**config.mk**
```make
export PLATFORM = sky130hd
export DESIGN_NAME = move_scheduler_flat
export DESIGN_NICKNAME = d
export VERILOG_FILES = /design/src/rtl/move_scheduler_pkg.sv /design/src/rtl/move_scheduler_if.sv /design/src/rtl/move_scheduler_req.sv /design/src/rtl/move_scheduler.sv /design/src/flat_wrapper.sv
export SDC_FILE = /design/constraint.sdc
export NUM_CORES = 1
export LEC_CHECK = 0
export BUFFER_PORTS_ARGS = -buffer_cell sky130_fd_sc_hd__buf_2
export CAP_MARGIN = 20
export CORE_MARGIN = 3
export CORE_UTILIZATION = 52
export CTS_CLUSTER_SIZE = 28
export DETAILED_ROUTE_END_ITERATION = 10
export GPL_ROUTABILITY_DRIVEN = 0
export PLACE_DENSITY = 0.77
export SETUP_SLACK_MARGIN = 0.3
export SYNTH_ARGS = -nofsm -noshare
export SYNTH_HDL_FRONTEND = slang
export SYNTH_SLANG_ARGS = --single-unit
```
**constraint.sdc**
```tcl
create_clock -name Clock -period 1.9 [get_ports Clock]
set_input_delay 0.19 -clock Clock [delete_from_list [all_inputs] [get_ports Clock]]
set_output_delay 0.19 -clock Clock [all_outputs]
set_load 0.005 [all_outputs]
```
**src/rtl/move_scheduler_pkg.sv**
```systemverilog
// Shared tetromino-motion types and board constants used by the scheduler and the collision checkers.
// Pure declarations: no latency, no flow control.
package tetris_pkg;

    typedef enum logic [1:0] {
        WAIT_SPAWN = 2'd0,
        IDLE       = 2'd1,
        ISSUE      = 2'd2,
        EVAL       = 2'd3
    } sched_state_t;

    // Values double as bit positions in the pending-request vector.
    typedef enum logic [1:0] {
        MV_L = 2'd0,
        MV_R = 2'd1,
        MV_D = 2'd2
    } move_sel_t;

    localparam int SPAWN_X       = 4;
    localparam int MAX_Y         = 16;
    localparam int REPEAT_CYCLES = 12_500_000;

    // Gravity beats player input; left beats right.
    function automatic move_sel_t pick_move(input logic [2:0] pend);
        if (pend[MV_D])      return MV_D;
        else if (pend[MV_L]) return MV_L;
        else                 return MV_R;
    endfunction

endpackage

```
**src/rtl/move_scheduler_if.sv**
```systemverilog
// Request/checker/position bundle between input logic, collision checkers and the move scheduler.
// master = surrounding logic, slave = scheduler.
interface move_scheduler_if;
    logic       leftBtn;
    logic       rightBtn;
    logic       dropTick;
    logic       newPiece;
    logic       canL;
    logic       canR;
    logic       canD;
    logic       enL;
    logic       enR;
    logic       enD;
    logic [3:0] XPOS;
    logic [4:0] YPOS;
    logic       lockPiece;
    logic       pieceActive;
    logic       busy;

    modport master (
        output leftBtn, rightBtn, dropTick, newPiece, canL, canR, canD,
        input  enL, enR, enD, XPOS, YPOS, lockPiece, pieceActive, busy
    );

    modport slave (
        input  leftBtn, rightBtn, dropTick, newPiece, canL, canR, canD,
        output enL, enR, enD, XPOS, YPOS, lockPiece, pieceActive, busy
    );
endinterface

```
**src/rtl/move_scheduler_req.sv**
```systemverilog
// move_req_latch: button edge detect and sticky pending bits {D,R,L}; optional held-button repeat (MOVE_SCHED_AUTOREPEAT_EN).
// Bits set one cycle after the request; a new request beats a same-cycle clear, clr_all beats everything.
module move_req_latch #(
    parameter int REPEAT_CYCLES = 12_500_000
) (
    input  logic       Clock,
    input  logic       Resetn,
    input  logic       leftBtn,
    input  logic       rightBtn,
    input  logic       dropTick,
    input  logic       capture,
    input  logic       clr_all,
    input  logic [2:0] clr_sel,
    output logic [2:0] pend
);

    logic       left_q;
    logic       right_q;
    logic       rep_l;
    logic       rep_r;
    logic [2:0] set_req;

    always_ff @(posedge Clock) begin
        if (!Resetn) begin
            left_q  <= 1'b0;
            right_q <= 1'b0;
        end else begin
            left_q  <= leftBtn;
            right_q <= rightBtn;
        end
    end

`ifdef MOVE_SCHED_AUTOREPEAT_EN
    localparam int CW = $clog2(REPEAT_CYCLES + 1);
    localparam logic [CW-1:0] LAST = CW'(REPEAT_CYCLES - 1);

    logic [CW-1:0] cnt_l;
    logic [CW-1:0] cnt_r;

    // Counters run only while the button has been high for more than one cycle.
    always_ff @(posedge Clock) begin
        if (!Resetn || clr_all || !leftBtn || !left_q || cnt_l == LAST) cnt_l <= '0;
        else                                                            cnt_l <= cnt_l + 1'b1;
        if (!Resetn || clr_all || !rightBtn || !right_q || cnt_r == LAST) cnt_r <= '0;
        else                                                              cnt_r <= cnt_r + 1'b1;
    end

    assign rep_l = leftBtn  & left_q  & (cnt_l == LAST);
    assign rep_r = rightBtn & right_q & (cnt_r == LAST);
`else
    logic unused_repeat_cfg;
    assign unused_repeat_cfg = ^REPEAT_CYCLES;
    assign rep_l = 1'b0;
    assign rep_r = 1'b0;
`endif

    assign set_req = {dropTick,
                      (rightBtn & ~right_q) | rep_r,
                      (leftBtn  & ~left_q)  | rep_l};

    always_ff @(posedge Clock) begin
        if (!Resetn || clr_all) pend <= 3'b000;
        else                    pend <= (pend & ~clr_sel) | (capture ? set_req : 3'b000);
    end

endmodule

```
**src/rtl/move_scheduler.sv**
```systemverilog
// Tetromino motion sequencer: arbitrates L/R/gravity onto the collision checkers and owns XPOS/YPOS; request-to-commit 3 cycles.
// No backpressure: requests merge into pending bits; optional held-button repeat under MOVE_SCHED_AUTOREPEAT_EN.
module move_scheduler #(
    parameter int SPAWN_X       = tetris_pkg::SPAWN_X,
    parameter int MAX_Y         = tetris_pkg::MAX_Y,
    parameter int REPEAT_CYCLES = tetris_pkg::REPEAT_CYCLES
) (
    input  logic             Clock,
    input  logic             Resetn,
    move_scheduler_if.slave  bus
);
    import tetris_pkg::*;

    localparam logic [3:0] X_SPAWN = 4'(SPAWN_X);
    localparam logic [4:0] Y_LAST  = 5'(MAX_Y);

    sched_state_t state;
    sched_state_t state_nxt;
    move_sel_t    sel;
    logic [2:0]   pend;
    logic [2:0]   clr_sel;
    logic         clr_all;
    logic         down_ok;
    logic [3:0]   xpos;
    logic [4:0]   ypos;
    logic         lock_q;
    logic         active_q;

    assign down_ok = bus.canD && (ypos < Y_LAST);

    move_req_latch #(.REPEAT_CYCLES(REPEAT_CYCLES)) u_req (
        .Clock    (Clock),
        .Resetn   (Resetn),
        .leftBtn  (bus.leftBtn),
        .rightBtn (bus.rightBtn),
        .dropTick (bus.dropTick),
        .capture  (state != WAIT_SPAWN),
        .clr_all  (clr_all),
        .clr_sel  (clr_sel),
        .pend     (pend)
    );

    always_ff @(posedge Clock) begin
        if (!Resetn) state <= WAIT_SPAWN;
        else         state <= state_nxt;
    end

    always_comb begin
        state_nxt = state;
        clr_sel   = 3'b000;
        clr_all   = 1'b0;
        case (state)
            WAIT_SPAWN: if (bus.newPiece) begin
                state_nxt = IDLE;
                clr_all   = 1'b1;
            end
            IDLE:       if (|pend) state_nxt = ISSUE;
            ISSUE: begin
                state_nxt    = EVAL;
                clr_sel[sel] = 1'b1;
            end
            EVAL: begin
                state_nxt = IDLE;
                if (sel == MV_D && !down_ok) begin
                    state_nxt = WAIT_SPAWN;
                    clr_all   = 1'b1;
                end
            end
        endcase
    end

    always_ff @(posedge Clock) begin
        if (!Resetn) begin
            xpos     <= X_SPAWN;
            ypos     <= 5'd0;
            sel      <= MV_L;
            lock_q   <= 1'b0;
            active_q <= 1'b0;
        end else begin
            lock_q <= 1'b0;
            case (state)
                WAIT_SPAWN: if (bus.newPiece) begin
                    xpos     <= X_SPAWN;
                    ypos     <= 5'd0;
                    active_q <= 1'b1;
                end
                IDLE: sel <= pick_move(pend);
                EVAL: case (sel)
                    MV_L: if (bus.canL) xpos <= xpos - 4'd1;
                    MV_R: if (bus.canR) xpos <= xpos + 4'd1;
                    MV_D: if (down_ok) ypos <= ypos + 5'd1;
                          else begin
                              lock_q   <= 1'b1;
                              active_q <= 1'b0;
                          end
                    default: ;
                endcase
                default: ;
            endcase
        end
    end

    assign bus.enL         = (state == ISSUE) && (sel == MV_L);
    assign bus.enR         = (state == ISSUE) && (sel == MV_R);
    assign bus.enD         = (state == ISSUE) && (sel == MV_D);
    assign bus.XPOS        = xpos;
    assign bus.YPOS        = ypos;
    assign bus.lockPiece   = lock_q;
    assign bus.pieceActive = active_q;
    assign bus.busy        = (state == ISSUE) || (state == EVAL);

endmodule

```
**src/flat_wrapper.sv**
```systemverilog
// flat-port wrapper written by rule: the top's interface ports become plain ports
module move_scheduler_flat import tetris_pkg::*;
#(
    parameter int SPAWN_X       = tetris_pkg::SPAWN_X,
    parameter int MAX_Y         = tetris_pkg::MAX_Y,
    parameter int REPEAT_CYCLES = tetris_pkg::REPEAT_CYCLES
)
  (Clock, Resetn, bus_leftBtn, bus_rightBtn, bus_dropTick, bus_newPiece, bus_canL, bus_canR, bus_canD, bus_enL, bus_enR, bus_enD, bus_XPOS, bus_YPOS, bus_lockPiece, bus_pieceActive, bus_busy);
  move_scheduler_if bus_i ();
  input  logic Clock;
  input  logic Resetn;
  input wire logic [$bits(bus_i.leftBtn)-1:0] bus_leftBtn;
  input wire logic [$bits(bus_i.rightBtn)-1:0] bus_rightBtn;
  input wire logic [$bits(bus_i.dropTick)-1:0] bus_dropTick;
  input wire logic [$bits(bus_i.newPiece)-1:0] bus_newPiece;
  input wire logic [$bits(bus_i.canL)-1:0] bus_canL;
  input wire logic [$bits(bus_i.canR)-1:0] bus_canR;
  input wire logic [$bits(bus_i.canD)-1:0] bus_canD;
  output wire logic [$bits(bus_i.enL)-1:0] bus_enL;
  output wire logic [$bits(bus_i.enR)-1:0] bus_enR;
  output wire logic [$bits(bus_i.enD)-1:0] bus_enD;
  output wire logic [$bits(bus_i.XPOS)-1:0] bus_XPOS;
  output wire logic [$bits(bus_i.YPOS)-1:0] bus_YPOS;
  output wire logic [$bits(bus_i.lockPiece)-1:0] bus_lockPiece;
  output wire logic [$bits(bus_i.pieceActive)-1:0] bus_pieceActive;
  output wire logic [$bits(bus_i.busy)-1:0] bus_busy;
  assign bus_i.leftBtn = bus_leftBtn;
  assign bus_i.rightBtn = bus_rightBtn;
  assign bus_i.dropTick = bus_dropTick;
  assign bus_i.newPiece = bus_newPiece;
  assign bus_i.canL = bus_canL;
  assign bus_i.canR = bus_canR;
  assign bus_i.canD = bus_canD;
  assign bus_enL = bus_i.enL;
  assign bus_enR = bus_i.enR;
  assign bus_enD = bus_i.enD;
  assign bus_XPOS = bus_i.XPOS;
  assign bus_YPOS = bus_i.YPOS;
  assign bus_lockPiece = bus_i.lockPiece;
  assign bus_pieceActive = bus_i.pieceActive;
  assign bus_busy = bus_i.busy;
  move_scheduler #(.SPAWN_X(SPAWN_X), .MAX_Y(MAX_Y), .REPEAT_CYCLES(REPEAT_CYCLES)) u_core (.Clock(Clock), .Resetn(Resetn), .bus(bus_i));
endmodule
```
==> flow_summary_export.csv, run 1 <==
group,metric,value,unit
place,portBuffers,23,
finish,num_antenna_cells,0,
yosys,synth_cell_types,38,
sta,finalWorstSetupSlack,0.336,ns
status,outcome,"complete, no violations",
route,routedWlPerCell,14.0,microns
route,num_vias,999,
cts,cts_tree,"done",
route,drt_first_pass_iters,4,
setup_path,worstPathArrival,1.37,ns
route,initialDrtViolationCount,24,
sta,slew_headroom,77.4,%
run,cap_violations,0,
place,pre_cts_ws,0.192,ns
finish,n_fill_cell,151,
die,start_util,58.8,%
global_routing,grt_pass1_wl,4040,microns
place,hpwl,1890,microns
yosys,ys.flop_type,"dfxtp_1",
die,ios,24,
sta,layout_min_cycle_time,1.56,ns
power_and_ir_drop,powerDensity,1110,nW/um^2
die,die_y,51.6,microns
setup_path,startpoint_type,"register",
global_routing,overflow,0,
setup_path,crit_fanout,4,
yosys,yosys_warnings,0,
cts,cts-root-buf,"clkbuf_4",
global_routing,grt_max_degree,13,
die,dieArea,2660,sq um
cts,clock_path_buffers,2,
finish,multiInputGateArea,694,sq um
sta,worstMarginPinSlew,0.329,ns
route,wl,2500,microns
cts,cts_buffers,3,
route,ant_nets,0,
setup_path,endpoint_kind,"output pin",
sta,fmax,639,MHz
power_and_ir_drop,power.leakage,0.622,nW
die,core,1840,sq um
finish,fin_util,74.5,%
yosys,ys_ff_latch,20,
setup_path,r2r_setup_slack,0.35,ns
yosys,synth-edff-count,0,
finish,final_cells,178,
cts,hold_buffers,0,
yosys,syn_inst,123,
power_and_ir_drop,ir_drop,0.767,mV
yosys,synth.cell_area,1080,sq um
sta,slew_viol_final,0,
route,post_drt_via_cell_ratio,5.61,
setup_path,required,1.71,ns
yosys,ys_seq_area_share,37.0,%
finish,drive_gt1_share,34.0,%
sta,rsz0062_at_grt,"yes",
cts,clk_latency,0.30,ns
sta,fin_tns_setup,0,ns
sta,min_period_over_period,82.3,%
finish,regArea,408,sq um
global_routing,grt_usage,20.0,%
finish,fin_nets,171,
worst_hold_path,hold_class,"in2reg",
global_routing,grt_pass1_vias,911,
finish,area_growth,26.6,%
die,rows,15,
die,dieWidth,51.6,microns
cts,htreeDepth,1,
route,drc,0,
yosys,syn_nets,140,
power_and_ir_drop,total_power,1.53,mW
sta,setup_violations,0,
yosys,avgSynthCellArea,8.80,sq um
setup_path,worst-setup-path-type,"reg2out",
place,dp_cells,171,
cts,path_clk_slew,0.11,ns
sta,finalClockSkew,0.00388,ns
yosys,async_flop_share,0,%
sta,finalHoldViolCount,0,
global_routing,antenna_found_initial,0,
cts,clkSinkCount,20,
## Yosys cell counts, types with 3 or more instances
cell type  count  share of area [%]
dfxtp_1       20                 37
nor2_1        16                5.5
a21oi_1        9                4.2
inv_1          9                3.1
ha_1           7                8.1
mux2i_1        6                5.5
nand2_1        5                1.7
o21ai_0        5                2.3
and3_1         4                2.3
nand3_1        4                1.8
and2_1         3                1.7
nand2b_1       3                1.7
o21a_1         3                2.1
## sequential cells by signal, indices dropped and copies added, names as in the netlist
signal / flops
u_core.u_req.right_q: 1
u_core.u_req.pend: 3
u_core.bus.XPOS: 4
u_core.bus.pieceActive: 1
u_core.state: 2
u_core.sel: 2
u_core.bus.lockPiece: 1
u_core.u_req.left_q: 1
u_core.bus.YPOS: 5
## report_power, final
group / switching, mW / internal (mW) / total [mW]
sequential: 0.0665 / 0.487 / 0.553
clock: 0.135 / 0.117 / 0.252
combinational: 0.371 / 0.349 / 0.720
total: 0.573 / 0.952 / 1.53
## per-layer routing
layer  vias to the layer above  track usage [%]  wire, microns
met3                         6             4.58            139
li1                        489                -              -
met2                        24             35.6           1260
met4                         0             6.55             42
met5                         -                0              0
met1                       480             23.3           1060
## final timing paths
path	start	endpoint	cells past startpoint
setup / recovery	u_core.state[1]	bus_busy	4
hold / removal	bus_leftBtn	u_core.u_req.left_q	2
setup reg to reg	u_core.state[1]	u_core.state[0]	6
hold reg to reg	u_core.u_req.pend[0]	u_core.u_req.pend[0]	2
## per-stage QoR
step / hold slack [ns] / instance area (sq um)
final: 0.0882 / 1370
after global routing: 0.100 / 1370
after CTS: 0.0865 / 1310
after detailed placement: 0.404 / 1240
after global placement: 0.401 / 1240
after floorplan: 0.312 / 1080
## critical path, stage by stage (launching register included)
cell     delay (ns)
dfxtp_2        0.35
buf_4          0.14
ha_4           0.16
or2_2          0.30
buf_6          0.12
## layout by cell type, fill, tap and decap left out, types with 2 or more instances in the layout
| cell | instances |
|---|---|
| xnor2_1 | 2 |
| o21ai_0 | 4 |
| dfxtp_1 | 16 |
| and3_1 | 4 |
| and2_1 | 3 |
| ha_2 | 3 |
| inv_1 | 8 |
| nand3_1 | 4 |
| nor2b_1 | 2 |
| o21a_1 | 3 |
| nor2_1 | 15 |
| buf_2 | 22 |
| dfxtp_2 | 3 |
| buf_4 | 6 |
| ha_1 | 2 |
| nand2_1 | 5 |
| mux2i_1 | 6 |
| clkbuf_4 | 3 |
| nand2b_1 | 2 |
| a21oi_1 | 8 |
| ha_4 | 2 |
## timing repair
item | 4_1_cts | 5_1_grt
resized for setup | 9 | 11
buffers inserted | 1 | 2
endpoints found under the setup margin | 10 | 12
pin swaps | 1 | 3
## cells by family after synthesis
logic type | count (synthesis) | share of synthesized area [%]
AOI/OAI and AO/OA | 27 | 16.8
muxes | 6 | 5.55
and+or+nand+nor | 47 | 24.0
adders and majority gates | 8 | 9.94
buffers and inverters | 12 | 4.28
DFF | 20 | 37.0
xor gates and xnor gates | 3 | 2.43
## area by class of cell
class	count	share of cell area, %
multi-input cells	91	50.7
flip-flops and latches	20	29.8
repair buffers	29	12.1
clock buffers	4	2.65
inverters	9	2.47
well taps	25	2.28
Note: power is estimated with default switching activity, not from simulation.
==> run 2: changes to the inputs <==
Clock period 1.9 ns to 1.6 ns, I/O delays scaled along.
==> flow_summary_export.csv, run 2 (synthesis results as in run 1) <==
group,metric,value,unit
status,outcome,"finished, violations left",
status,violations,"setup timing",
power_and_ir_drop,ir_drop,1.12,mV
run,cap_violations,0,
sta,rsz0062_at_grt,"yes",
setup_path,worst-setup-path-type,"reg2reg",
route,wl,3840,microns
setup_path,r2r_setup_slack,-0.005,ns
finish,final_cell_area,1680,sq um
power_and_ir_drop,total_power,2.56,mW
global_routing,grt_pass1_vias,1107,
cts,clk_latency,0.33,ns
sta,finalWorstSetupSlack,-0.00515,ns
sta,finalHoldViolCount,0,
sta,min_period_over_period,100,%
finish,largest_reg_flops,5,
finish,num_antenna_cells,0,
route,routedWlPerCell,20.1,microns
sta,setup_violations,1,
setup_path,endpoint_kind,"register",
route,drc,0,
cts,htreeDepth,1,
global_routing,grt_max_degree,13,
cts,path_clk_slew,0.14,ns
global_routing,grt_pass1_wl,5180,microns
setup_path,r2r-start,"u_core.state[1]",
cts,clock_path_buffers,2,
sta,finalClockSkew,0.0201,ns
cts,cts_buffers,3,
route,post_drt_via_cell_ratio,6.13,
finish,area_growth,54.8,%
finish,drive_gt1_share,51.8,%
cts,cts-root-buf,"clkbuf_4",
finish,final_cell_mix,"buf_2 (21), buf_4 (16), dfxtp_1 (16)",
setup_path,required,1.83,ns
setup_path,ff2ff_path_depth,6,
die,die_y,51.6,microns
die,ios,24,
sta,whs,0.0704,ns
cts,hold_buffers,0,
sta,worstMarginPinSlew,0.369,ns
cts,clkSinkCount,20,
worst_hold_path,hold_start,"bus_rightBtn",
die,rows,15,
sta,fmax,623,MHz
route,ant_nets,0,
power_and_ir_drop,powerDensity,1530,nW/um^2
finish,n_fill_cell,78,
route,drt_first_pass_iters,4,
place,postPlaceCellArea,1290,sq um
die,core,1840,sq um
global_routing,grt_usage,26.3,%
die,dieWidth,51.6,microns
finish,fin_util,91.1,%
finish,layout_commonest_cell,"buf_2",
worst_hold_path,hold_end,"u_core.u_req.right_q",
cts,cts_tree,"done",
setup_path,r2r_end,"u_core.bus.XPOS[2]",
route,initialDrtViolationCount,43,
sta,slew_headroom,75.1,%
place,pre_cts_ws,0.0666,ns
sta,layout_min_cycle_time,1.61,ns
setup_path,crit_start,"u_core.state[1]",
die,start_util,58.8,%
global_routing,antenna_found_initial,0,
worst_hold_path,min_path_cells,2,
place,hpwl,1810,microns
die,dieArea,2660,sq um
route,num_vias,1170,
setup_path,crit_fanout,5,
finish,fin_nets,184,
global_routing,overflow,0,
place,portBuffers,23,
worst_hold_path,hold_class,"in2reg",
power_and_ir_drop,power.leakage,0.713,nW
setup_path,worstPathArrival,1.83,ns
setup_path,startpoint_type,"register",
sta,slew_viol_final,0,
-- run 2: cell count changes in the layout (fill, tap and decap cells not counted), sizes merged --
cell,change
buf,+13
clkbuf,-1
bufinv,+1
-- run 2: worst max path at each step --
stage	end
after floorplan	u_core.bus.XPOS[2]
after global placement	u_core.bus.XPOS[1]
after detailed placement	u_core.bus.XPOS[3]
after CTS	u_core.bus.XPOS[3]
after global routing	u_core.bus.XPOS[2]
final	u_core.bus.XPOS[2]
-- run 2: routing by layer --
| layer | up-vias | track usage, % | routed length, microns |
|---|---|---|---|
| li1 | 526 | - | - |
| met1 | 563 | 29.2 | 1410 |
| met2 | 58 | 50.0 | 2010 |
| met3 | 23 | 3.44 | 203 |
| met4 | 0 | 9.61 | 215 |
| met5 | - | 0 | 0 |
-- run 2: worst max-delay path, cell delays in order, from the launching register on --
cell	delay, ns
dfxtp_4	0.43
inv_4	0.06
ha_4	0.19
and2b_2	0.26
nor3b_4	0.26
and3_1	0.23
o21ai_1	0.08
-- run 2: layout make-up --
cell class | instances | area [sq um] | share of cell area [%]
multi-input combinational | 91 | 853 | 50.9
sequential | 20 | 415 | 24.8
timing repair buffer | 42 | 282 | 16.8
inverter | 9 | 41.3 | 2.46
tap | 25 | 31.3 | 1.87
clock inverter | 1 | 30.0 | 1.79
clock buffer | 3 | 22.5 | 1.34
-- run 2: repair_timing --
action / in CTS / in global routing
buffers inserted: 10 / 6
pin swaps: 16 / 10
endpoints found under the hold margin: 0 / 0
gates resized for setup: 37 / 11
gates cloned: 0 / 0
endpoints found under the setup margin: 19 / 19
-- run 2: where the power goes --
group	switching, mW	leakage, nW	total, mW	internal (mW)
combinational	0.673	0.519	1.40	0.731
sequential	0.134	0.166	0.722	0.589
clock	0.184	0.0279	0.438	0.254
-- run 2: metrics by stage --
step | cells | TNS [ns]
2_1_floorplan | 123 | 0
3_3_place_gp | 171 | 0
3_5_place_dp | 171 | 0
4_1_cts | 185 | 0
5_1_grt | 191 | -0.0334
6_report | 191 | -0.00515
